[src/rtl/shaft_pkg.sv]
// Shared encodings for the shaft emulator: engine/door command codes,
// sensor_door codes and the door actuator state set.
package shaft_pkg;

    localparam logic [1:0] ENG_STOP    = 2'b00;
    localparam logic [1:0] ENG_UP      = 2'b01;
    localparam logic [1:0] ENG_DOWN    = 2'b10;
    localparam logic [1:0] ENG_ILLEGAL = 2'b11;

    localparam logic [1:0] DOOR_HOLD    = 2'b00;
    localparam logic [1:0] DOOR_OPEN    = 2'b01;
    localparam logic [1:0] DOOR_CLOSE   = 2'b10;
    localparam logic [1:0] DOOR_ILLEGAL = 2'b11;

    localparam logic [1:0] SD_MOVING = 2'b00;
    localparam logic [1:0] SD_OPEN   = 2'b01;
    localparam logic [1:0] SD_CLOSED = 2'b10;

    typedef enum logic [1:0] {
        DS_CLOSED,
        DS_OPENING,
        DS_OPEN,
        DS_CLOSING
    } door_state_t;

endpackage

[src/rtl/shaft_door_actuator.sv]
// Door FSM with stroke counter; SHAFT_DOOR_OBSTRUCT_EN adds the obstruct
// input that bounces a closing door back to opening.
module shaft_door_actuator
    import shaft_pkg::*;
#(
    parameter int DOOR_TICKS = 8
) (
    input  logic       clk,
    input  logic       reset,
    input  logic [1:0] door_cmd,
`ifdef SHAFT_DOOR_OBSTRUCT_EN
    input  logic       obstruct,
`endif
    input  logic       freeze,
    output logic       door_closed,
    output logic [1:0] sensor_door
);

    localparam int CW = $clog2(DOOR_TICKS + 1);
    localparam logic [CW-1:0] CNT_LAST = CW'(DOOR_TICKS - 1);

    door_state_t   state, state_nx;
    logic [CW-1:0] cnt, cnt_nx;
    logic [1:0]    sd_nx;
    logic          reopen;

`ifdef SHAFT_DOOR_OBSTRUCT_EN
    assign reopen = obstruct;
`else
    assign reopen = 1'b0;
`endif

    assign door_closed = (state == DS_CLOSED);

    always_ff @(posedge clk or negedge reset) begin
        if (!reset) begin
            state       <= DS_CLOSED;
            cnt         <= '0;
            sensor_door <= SD_CLOSED;
        end else begin
            state       <= state_nx;
            cnt         <= cnt_nx;
            sensor_door <= sd_nx;
        end
    end

    always_comb begin
        state_nx = state;
        cnt_nx   = cnt;
        sd_nx    = sensor_door;
        if (!freeze) begin
            case (state)
                DS_CLOSED: begin
                    if (door_cmd == DOOR_OPEN) begin
                        state_nx = DS_OPENING;
                        cnt_nx   = '0;
                        sd_nx    = SD_MOVING;
                    end
                end
                DS_OPENING: begin
                    if (door_cmd == DOOR_CLOSE) begin
                        state_nx = DS_CLOSING;
                        cnt_nx   = '0;
                    end else if (cnt == CNT_LAST) begin
                        state_nx = DS_OPEN;
                        sd_nx    = SD_OPEN;
                    end else begin
                        cnt_nx = cnt + CW'(1);
                    end
                end
                DS_OPEN: begin
                    if (door_cmd == DOOR_CLOSE) begin
                        state_nx = DS_CLOSING;
                        cnt_nx   = '0;
                        sd_nx    = SD_MOVING;
                    end
                end
                DS_CLOSING: begin
                    if (door_cmd == DOOR_OPEN || reopen) begin
                        state_nx = DS_OPENING;
                        cnt_nx   = '0;
                    end else if (cnt == CNT_LAST) begin
                        state_nx = DS_CLOSED;
                        sd_nx    = SD_CLOSED;
                    end else begin
                        cnt_nx = cnt + CW'(1);
                    end
                end
                default: begin
                    state_nx = DS_CLOSED;
                    cnt_nx   = '0;
                    sd_nx    = SD_CLOSED;
                end
            endcase
        end
    end

endmodule

[src/rtl/shaft_emulator.sv]
// Cab/shaft/door plant: position counter, floor arrival pulses and sticky
// fault detection. SHAFT_DOOR_OBSTRUCT_EN adds the obstruct input.
module shaft_emulator
    import shaft_pkg::*;
#(
    parameter int FLOORS      = 8,
    parameter int FLOOR_TICKS = 16,
    parameter int DOOR_TICKS  = 8,
    parameter int START_FLOOR = 0
) (
    input  logic                      clk,
    input  logic                      reset,
    input  logic [1:0]                engine,
    input  logic [1:0]                door,
`ifdef SHAFT_DOOR_OBSTRUCT_EN
    input  logic                      obstruct,
`endif
    output logic                      sensor_up,
    output logic                      sensor_down,
    output logic [1:0]                sensor_door,
    output logic [$clog2(FLOORS)-1:0] cab_floor,
    output logic                      fault
);

    localparam int FW = $clog2(FLOORS);
    localparam int PW = $clog2(FLOOR_TICKS);
    localparam logic [FW-1:0] TOP_SEG = FW'(FLOORS - 1);
    localparam logic [PW-1:0] PH_LAST = PW'(FLOOR_TICKS - 1);

    // pos is held as (seg, phase): seg = floor at or below the cab, phase = ticks above it
    logic [FW-1:0] seg, seg_nx, floor_nx;
    logic [PW-1:0] phase, phase_nx;
    logic          up_nx, dn_nx;
    logic          violation, freeze, door_closed;
    logic          at_top, at_bottom;

    shaft_door_actuator #(
        .DOOR_TICKS (DOOR_TICKS)
    ) u_door (
        .clk         (clk),
        .reset       (reset),
        .door_cmd    (door),
`ifdef SHAFT_DOOR_OBSTRUCT_EN
        .obstruct    (obstruct),
`endif
        .freeze      (freeze),
        .door_closed (door_closed),
        .sensor_door (sensor_door)
    );

    assign at_bottom = (seg == '0) && (phase == '0);
    assign at_top    = (seg == TOP_SEG) && (phase == '0);

    always_comb begin
        violation = (engine == ENG_ILLEGAL) || (door == DOOR_ILLEGAL)
                 || (engine != ENG_STOP && !door_closed)
                 || (door == DOOR_OPEN && engine != ENG_STOP)
                 || (engine == ENG_UP && at_top)
                 || (engine == ENG_DOWN && at_bottom);
        freeze = fault || violation;

        seg_nx   = seg;
        phase_nx = phase;
        floor_nx = cab_floor;
        up_nx    = 1'b0;
        dn_nx    = 1'b0;
        if (!freeze) begin
            if (engine == ENG_UP) begin
                if (phase == PH_LAST) begin
                    phase_nx = '0;
                    seg_nx   = seg + FW'(1);
                    floor_nx = seg + FW'(1);
                    up_nx    = 1'b1;
                end else begin
                    phase_nx = phase + PW'(1);
                end
            end else if (engine == ENG_DOWN) begin
                // leaving a floor downward drops seg; arriving lands back on seg
                if (phase == '0) begin
                    phase_nx = PH_LAST;
                    seg_nx   = seg - FW'(1);
                end else begin
                    phase_nx = phase - PW'(1);
                    if (phase == PW'(1)) begin
                        floor_nx = seg;
                        dn_nx    = 1'b1;
                    end
                end
            end
        end
    end

    always_ff @(posedge clk or negedge reset) begin
        if (!reset) begin
            seg         <= FW'(START_FLOOR);
            phase       <= '0;
            cab_floor   <= FW'(START_FLOOR);
            sensor_up   <= 1'b0;
            sensor_down <= 1'b0;
            fault       <= 1'b0;
        end else begin
            seg         <= seg_nx;
            phase       <= phase_nx;
            cab_floor   <= floor_nx;
            sensor_up   <= up_nx;
            sensor_down <= dn_nx;
            fault       <= fault || violation;
        end
    end

endmodule

[config.mk]
export PLATFORM = sky130hd
export DESIGN_NAME = shaft_emulator
export DESIGN_NICKNAME = d
export VERILOG_FILES = /design/src/rtl/shaft_pkg.sv /design/src/rtl/shaft_door_actuator.sv /design/src/rtl/shaft_emulator.sv
export SDC_FILE = /design/constraint.sdc
export NUM_CORES = 1
export LEC_CHECK = 0
export CAP_MARGIN = 20
export CORE_MARGIN = 3
export CORE_UTILIZATION = 35
export CTS_CLUSTER_DIAMETER = 150
export DETAILED_ROUTE_END_ITERATION = 12
export PLACE_DENSITY = 0.61
export SYNTH_ARGS = -nofsm -noshare
export SYNTH_HDL_FRONTEND = slang
export SYNTH_SLANG_ARGS = --single-unit
[constraint.sdc]
create_clock -name clk -period 6.3 [get_ports clk]
set_input_delay 0.63 -clock clk [delete_from_list [all_inputs] [get_ports clk]]
set_output_delay 0.63 -clock clk [all_outputs]
set_load 0.005 [all_outputs]
== After elaboration in Yosys (flattened, before gate mapping) ==
Cells that the tools add are included.

* Add/subtract/negate cells: 5
* Multiply operators: 0
* Div/mod/pow operators: 0
* $lt $le $gt $ge: 0
* Eq/ne operators: 23
* Shift-type cells: 0
* Multiplexer cells: 39
* Bitwise gates (word level): 1
* Reduce and logical (&&, ||, !) cells: 26

{| class="wikitable"
|+ Operator list
! kind !! number
|-
| $mux 4 || 9
|-
| $mux 3 || 8
|-
| $mux 2 || 11
|-
| $pmux 2 s4 || 2
|-
| $pmux 4 s4 || 1
|-
| $eq 2x2->1 const B || 6
|-
| $ne 2x1->1 const B || 6
|-
| $reduce_and 5->1 || 2
|-
| $add 4x1->4 const B || 2
|-
| $mux 1 || 8
|-
| $reduce_bool 2->1 || 4
|-
| $reduce_and 7->1 || 1
|-
| $eq 2x1->1 const B || 3
|-
| $logic_and 1x1->1 || 6
|-
| $logic_or 1x1->1 || 6
|-
| $eq 4x1->1 const B || 1
|-
| $eq 4x3->1 const B || 1
|-
| $eq 4x4->1 const B || 1
|-
| $logic_not 4->1 || 1
|-
| $ne 2x2->1 const B || 2
|-
| $reduce_and 4->1 || 1
|-
| $sub 4x1->4 const B || 1
|-
| $add 3x1->3 const B || 1
|-
| $eq 3x3->1 const B || 1
|-
| 9 further kinds || 9
|}

* Register bits after elaboration: 21
* Latch bits: 0
* Bits in writable memories: 0
* ROM bits: 0
* Output and inout port bits: 8
* Memories: 0

== Depth between registers and ports, before layout ==
Gate-level depths: netlist (run 1).

* Word-level depth: 10
* Gate-level depth with buffers: 8
* Gate-level depth less buffers: 7

== Hierarchy ==
Synthesis (run 1) repeated with hierarchy kept, for this count alone.

* Cell total of the unflattened synthesis: 143
* Area total of the unflattened synthesis: 1,487.7 sq um

{| class="wikitable"
|+ By module, submodules not included
! module !! instances !! cells an instance !! area each (sq um) !! sequential area each (sq um)
|-
| shaft_emulator || 1 || 90 || 932.1 || 325.3
|-
| shaft_door_actuator || 1 || 53 || 555.5 || 201.4
|}

== Least setup slack after synthesis (run 1) ==
Ideal clock, no wire load.

* Path type: input to register
* From: input engine[1]
* To: register u_door.sensor_door[0]
* Library setup time: 0.128 ns
* Arrival time: 1.981 ns
* Slack: 4.191 ns
* Stages on the path: 8
* Buffers on the path: 1
* Cells stage by stage: inv_1 ha_1 clkbuf_1 nand2_1 a21o_1 o211a_1 nand3_1 mux2_1

* Cells in the longest elaborated chain, start to end: 9
* Elaborated cells between the ends (all ways): 16

{| class="wikitable"
|+ RTL lines
! what !! line !! RTL
|-
| start, declared || shaft_emulator.sv:13 || <nowiki>input logic [1:0] engine,</nowiki>
|-
| $eq 2x2->1 / $reduce_bool 2->1 (equally long branches) || shaft_emulator.sv:55, shaft_emulator.sv:56, shaft_emulator.sv:57 ||
|-
| $logic_or 1x1->1 / $logic_and 1x1->1 (equally long branches) || shaft_emulator.sv:55, shaft_emulator.sv:56 ||
|-
| $logic_or 1x1->1 || shaft_emulator.sv:56 || <nowiki>|| (engine != ENG_STOP && !door_closed)</nowiki>
|-
| $logic_or 1x1->1 || shaft_emulator.sv:57 || <nowiki>|| (door == DOOR_OPEN && engine != ENG_STOP)</nowiki>
|-
| $logic_or 1x1->1 || shaft_emulator.sv:58 || <nowiki>|| (engine == ENG_UP && at_top)</nowiki>
|-
| $logic_or 1x1->1 (*) || shaft_emulator.sv:59 || <nowiki>|| (engine == ENG_DOWN && at_bottom);</nowiki>
|-
| $logic_or 1x1->1 (*) || shaft_emulator.sv:60 || <nowiki>freeze = fault || violation;</nowiki>
|-
| $not 1->1 (no source line) (*) || - ||
|-
| $reduce_and 7->1 (no source line) (*) || - ||
|-
| end signal, assigned || shaft_door_actuator.sv:43 || <nowiki>sensor_door <= sd_nx;</nowiki>
|-
| end, declared || shaft_door_actuator.sv:16 || <nowiki>output logic [1:0] sensor_door</nowiki>
|}

Mark *: on every way between the ends. The rest lies on a longest branch, timed or not.
A chain may end at the register's enable or synchronous reset.

== Final worst setup path (run 1) ==
Same ends and word-level chain as after synthesis.

==> results of run 1 <==
-- area by class of cell --
type | instances | area [um^2]
flip-flops and latches | 21 | 527
clock buffers | 3 | 41.3
well taps | 48 | 60.1
fillers | 385 | 2160
multi-input cells | 112 | 882
inverters | 13 | 48.8
clock inverters | 1 | 5.00
repair buffers | 13 | 130
-- cells in the final DEF, fill, tap and decap left out, drive strengths merged, types with 2 or more instances in the layout --
| cell | n |
|---|---|
| xor2 | 2 |
| clkdlybuf4s50 | 13 |
| dfrtp | 20 |
| nand2b | 3 |
| o21ai | 13 |
| nand3 | 7 |
| nor2 | 8 |
| a211oi | 2 |
| mux2 | 7 |
| mux2i | 3 |
| nand3b | 3 |
| inv | 13 |
| a21o | 2 |
| nor3 | 5 |
| a211o | 2 |
| a21oi | 7 |
| ha | 20 |
| nand2 | 13 |
| clkbuf | 3 |
| o211ai | 2 |
-- per-stage QoR --
stage	instances	setup WS, ps	hold slack [ps]
after floorplan	148	4190	334
after global placement	207	3400	470
after detailed placement	207	3340	476
after CTS	211	3600	495
after global routing	211	3470	517
final	211	3610	487
-- flip-flops by register name, indices dropped and copies added, names as in the netlist --
name,count
sensor_down,1
cab_floor,3
phase,4
u_door.cnt,4
fault,1
sensor_up,1
u_door.sensor_door,2
u_door.state,2
seg,3
-- routing by layer --
| metal | global-route usage (%) | part of all wire, % | wire (um) | up-vias |
|---|---|---|---|---|
| met2 | 21.4 | 52 | 1400 | 27 |
| met3 | 3.13 | 3.9 | 106 | 2 |
| li1 | - | - | - | 550 |
| met1 | 13.6 | 44 | 1180 | 529 |
| met5 | 0 | 0 | 0 | - |
| met4 | 2.30 | 0.37 | 10 | 0 |
-- power breakdown --
part	internal, uW	total [uW]	switching, uW
registers	139	144	5.80
clock network	44.0	86.4	42.4
logic	23.4	53.2	29.9
total	206	284	78.1
-- worst paths after layout --
path	startpoint	end	cells past startpoint
setup / recovery	engine[1]	u_door.sensor_door[0]	8
hold / removal	cab_floor[2]	cab_floor[2]	1
setup reg to reg	phase[0]	u_door.sensor_door[0]	7
hold reg to reg	cab_floor[2]	cab_floor[2]	1
max in group asynchronous	reset	phase[2]	1
min in group asynchronous	reset	u_door.state[0]	1
-- logic make-up (layout without fill, tap and decap cells) --
kind of cell	count (synthesis)	count (layout)	share of synthesized area [%]
buf+inv	15	30	3.84
xor+xnor	3	3	1.79
compound gates	35	35	17.5
mux	10	10	7.43
flops	21	21	36.0
simple gates	44	44	16.4
fa+ha+maj	20	20	17.1
==> metrics.md, run 1 <==
| Metric | Value |
|---|---|
| Die Ht | `70.7 um` |
| CTS Root Cell | `clkbuf_8` |
| YS warnings | `0` |
| Cells after synthesis | `148` |
| Total die area | `5000 um^2` |
| Fmax | `371 MHz` |
| Global placement routability congestion | `0.849` |
| Number of enable flip-flop cells after synthesis | `0` |
| Row Count | `22` |
| Vias in the first global route | `1105` |
| Worst Path Max Fanout | `17` |
| Routed wire length | `2700 um` |
| Share of cells above drive strength 1 | `7.36%` |
| Fin Setup TNS | `0 ps` |
| Initial antenna violation count | `0` |
| Final core occ | `44.0%` |
| CTS resizes | `0` |
| Tcrit/Tclk final | `42.7%` |
| Remaining antenna violation count | `0` |
| Mapped Nets | `174` |
| DP Area | `1650 um^2` |
| Buf/Inv on CP | `2` |
| Slew headroom | `37.3%` |
| Slew Limit Fails | `0` |
| Die span in x | `70.7 um` |
| DRT Pass-1 Iters | `4` |
| Clock skew | `3.77 ps` |
| Synth area leader | `dfrtp_1` |
| WS Path Type | `primary input to flop` |
| Largest cells by area after synthesis | `dfrtp_1 34%, ha_1 17%, mux2_1 5.4%, inv_1 3.3%, nand2_1 3.3%` |
| Final hold violation count | `0` |
| Synth top area share | `34.2%` |
| CTS tree | `yes` |
| MaxCap Viol Count | `0` |
| DR WL/cell | `12.8 um` |
| Overflow after GRT | `0` |
| CP Launch Type | `primary input` |
| Area delta synth->final | `15.6%` |
| Drt via density | `5.25` |
| Pwr/cell area | `168 nW/um^2` |
| Max rail drop VDD | `150 uV` |
| Sequential area share after synthesis | `36.0%` |
| Ys async rst share | `100%` |
| Final worst path period need | `2690 ps` |
| Worst-path clk slew | `80 ps` |
| Most used DFF post-synth | `dfrtp_1` |
| DP HPWL | `2140 um` |
| Syn avg cell area | `9.90 um^2` |
| Initial Util | `38.0%` |
| Tightest Pin Transition | `938 ps` |
| Endpoints failing setup | `0` |
| Worst EP arrival | `2840 ps` |
| Hold/Removal Path Class | `flop to flop` |
| Remaining DRCs | `0` |
| RSZ-0062 raised after global routing | `no` |
| # IOs | `14` |
| Post-route design area | `1690 um^2` |
| Initial drt markers | `31` |
| Largest net degree at the start of global routing | `22` |
| Mapped cell area | `1470 um^2` |
| Core box area | `3850 um^2` |
| CP Capture Type | `flop` |
| PnR Total Power | `284 uW` |
| Hold Buf Count CTS | `0` |
| Worst path slowest cell | `ha_1` |
| Clock latency on the worst-skew pair | `260 ps` |
| Crit path largest cell delay | `540 ps` |
| Cells along the critical path | `clkdlybuf4s50_1, inv_1, ha_1, nand2_1, a21o_1, o211a_1, nand3_1, mux2_1` |
| H-tree levels | `1` |
| Netlist cell types | `38` |
| Vias | `1108` |
| GRT Overall Usage | `11.7%` |
| First-pass GRT wire length | `4830 um` |
| CP delay by family, top | `buffers and inverters` |
| Setup Buffers After CTS | `0` |
| Antenna diodes | `0` |
| CTS Buffer Depth | `2` |
| CTS buffer count | `3` |
| Flop2flop setup slack | `4130 ps` |
| Final net count | `190` |
| Outcome | `finished, final reports clean` |
| Worst path required time | `6440 ps` |
| FF+latch count, synth | `21` |
| CTS sink cnt | `21` |
| Static Leak | `0.000764 uW` |
| Number of port buffers | `13` |
| Most frequent cells after synthesis | `20 x dfrtp_1, 20 x ha_1, 13 x inv_1, 13 x nand2_1, 8 x nor2_1` |
Power figures use the tool's default switching activity.
==> run 2, diff against run 1 <==
==> constraint.sdc (replaced) <==
create_clock -name clk -period 2.6 [get_ports clk]
set_input_delay 0.26 -clock clk [delete_from_list [all_inputs] [get_ports clk]]
set_output_delay 0.26 -clock clk [all_outputs]
set_load 0.005 [all_outputs]
==> metrics.md, run 2 (synthesis results as in run 1) <==
| Metric | Value |
|---|---|
| Global placement routability congestion | `0.772` |
| Most frequent cells in the layout | `20 x ha_1, 20 x dfrtp_1, 13 x inv_1, 13 x nand2_1, 13 x clkdlybuf4s50_1` |
| Endpoints failing setup | `0` |
| Share of cells above drive strength 1 | `8.48%` |
| Worst path required time | `2750 ps` |
| Pre-CTS WS | `175 ps` |
| DP HPWL | `2200 um` |
| Worst path slowest cell | `dfrtp_1` |
| DRT Pass-1 Iters | `4` |
| Slew headroom | `72.3%` |
| FF-to-FF Start | `phase[0]` |
| Worst Path Max Fanout | `9` |
| Crit. Startpoint | `phase[0]` |
| Hold Buf Count CTS | `0` |
| Final hold violation count | `0` |
| Final worst path period need | `2220 ps` |
| # IOs | `14` |
| Outcome | `finished, final reports clean` |
| CTS buffer count | `3` |
| Hold/Removal Path Class | `primary input to asynchronous set/reset pin` |
| MaxCap Viol Count | `0` |
| Final net count | `192` |
| WS Path Type | `flop to flop` |
| Fin Setup TNS | `0 ps` |
| Antenna diodes | `0` |
| Core box area | `3850 um^2` |
| H-tree levels | `1` |
| Die span in x | `70.7 um` |
| Fmax | `451 MHz` |
| Top Registers | `phase x4, u_door.cnt x4` |
| Final core occ | `44.4%` |
| Max rail drop VDD | `322 uV` |
| Setup Buffers After CTS | `0` |
| CTS Root Cell | `clkbuf_8` |
| GRT Overall Usage | `12.3%` |
| Final WS setup | `383 ps` |
| Post-route design area | `1710 um^2` |
| Clock latency on the worst-skew pair | `260 ps` |
| Worst hold slack | `341 ps` |
| Die Ht | `70.7 um` |
| Slew Limit Fails | `0` |
| Worst EP arrival | `2370 ps` |
| Static Leak | `0.000774 uW` |
| Filler Cell Count | `369` |
| DR WL/cell | `13.1 um` |
| DP Area | `1660 um^2` |
| Vias in the first global route | `1084` |
| Tcrit/Tclk final | `85.3%` |
| Row Count | `22` |
| Pwr/cell area | `411 nW/um^2` |
| CTS resizes | `0` |
| First-pass GRT wire length | `5070 um` |
| Initial antenna violation count | `0` |
| Area delta synth->final | `16.7%` |
| CTS tree | `yes` |
| Number of port buffers | `13` |
| RSZ-0062 raised after global routing | `no` |
| Remaining DRCs | `0` |
| Largest net degree at the start of global routing | `22` |
| Remaining antenna violation count | `0` |
| Clock skew | `0.658 ps` |
| Initial Util | `38.0%` |
| Worst-path clk slew | `80 ps` |
| CP Capture Type | `flop` |
| Drt via density | `5.14` |
| Initial drt markers | `52` |
| Tightest Pin Transition | `410 ps` |
| CTS Buffer Depth | `2` |
| Routed wire length | `2790 um` |
| Vias | `1095` |
| Overflow after GRT | `0` |
| Cells along the critical path | `inv_1, ha_1, or3b_4, a21o_1, o211a_1, nand3_1, mux2_1` |
| CP Launch Type | `flop` |
| Crit path largest cell delay | `470 ps` |
| CTS sink cnt | `21` |
| Total die area | `5000 um^2` |
==> run 2: cell count changes in the layout (fill, tap and decap cells not counted) <==
cell | before | now
buf_4 | 0 | 2
==> run 2: worst paths after layout <==
kind	end	slack (ps)	cells past startpoint
max	u_door.sensor_door[0]	380	7
min	u_door.state[1]	340	2
max reg2reg	u_door.sensor_door[0]	380	7
min reg2reg	cab_floor[1]	500	1
max in group asynchronous	u_door.sensor_door[1]	1990	2
min in group clk	cab_floor[1]	500	1
==> run 2: layout make-up <==
type / instances / area [um^2] / area share, %
flip-flops and latches: 21 / 527 / 30.8
well taps: 48 / 60.1 / 3.51
inverters: 13 / 48.8 / 2.86
clock buffers: 3 / 41.3 / 2.42
multi-input cells: 112 / 882 / 51.6
clock inverters: 1 / 5.00 / 0.293
repair buffers: 15 / 145 / 8.49
==> run 2: stage by stage <==
step                      cells  power [uW]
after global routing        213         746
after CTS                   213         715
final                       213         703
after global placement      209         483
after floorplan             148         447
after detailed placement    209         489
==> run 2: metal layers <==
| layer | up-vias | global-route usage, % | share of wire, % |
|---|---|---|---|
| li1 | 558 | - | - |
| met4 | 0 | 1.25 | 0.43 |
| met3 | 2 | 3.55 | 3.0 |
| met1 | 523 | 16.1 | 47 |
| met2 | 12 | 20.9 | 50 |
| met5 | - | 0 | 0 |
==> run 2: critical path: cells and delay by family, from the launching register on <==
kind	cells	cell delay, ps
AOI/OAI and AO/OA	2	420
adders and majority gates	1	220
buffers and inverters	1	90
DFF	1	470
muxes	1	340
and+or+nand+nor	2	550
==> run 2: report_power, final <==
part | internal, uW | switching, uW | leakage (uW)
clock network | 107 | 114 | 0.0000255
registers | 336 | 13.8 | 0.000268
logic | 58.5 | 73.0 | 0.000481
==> run 3, diff against run 2 <==
--- a/config.mk
+++ b/config.mk
@@ -14,3 +14,4 @@
 export SYNTH_ARGS = -nofsm -noshare
 export SYNTH_HDL_FRONTEND = slang
 export SYNTH_SLANG_ARGS = --single-unit
+export TNS_END_PERCENT = 30
==> results of run 3 <==
Final layout, timing and power as in run 2 (identical DEF).
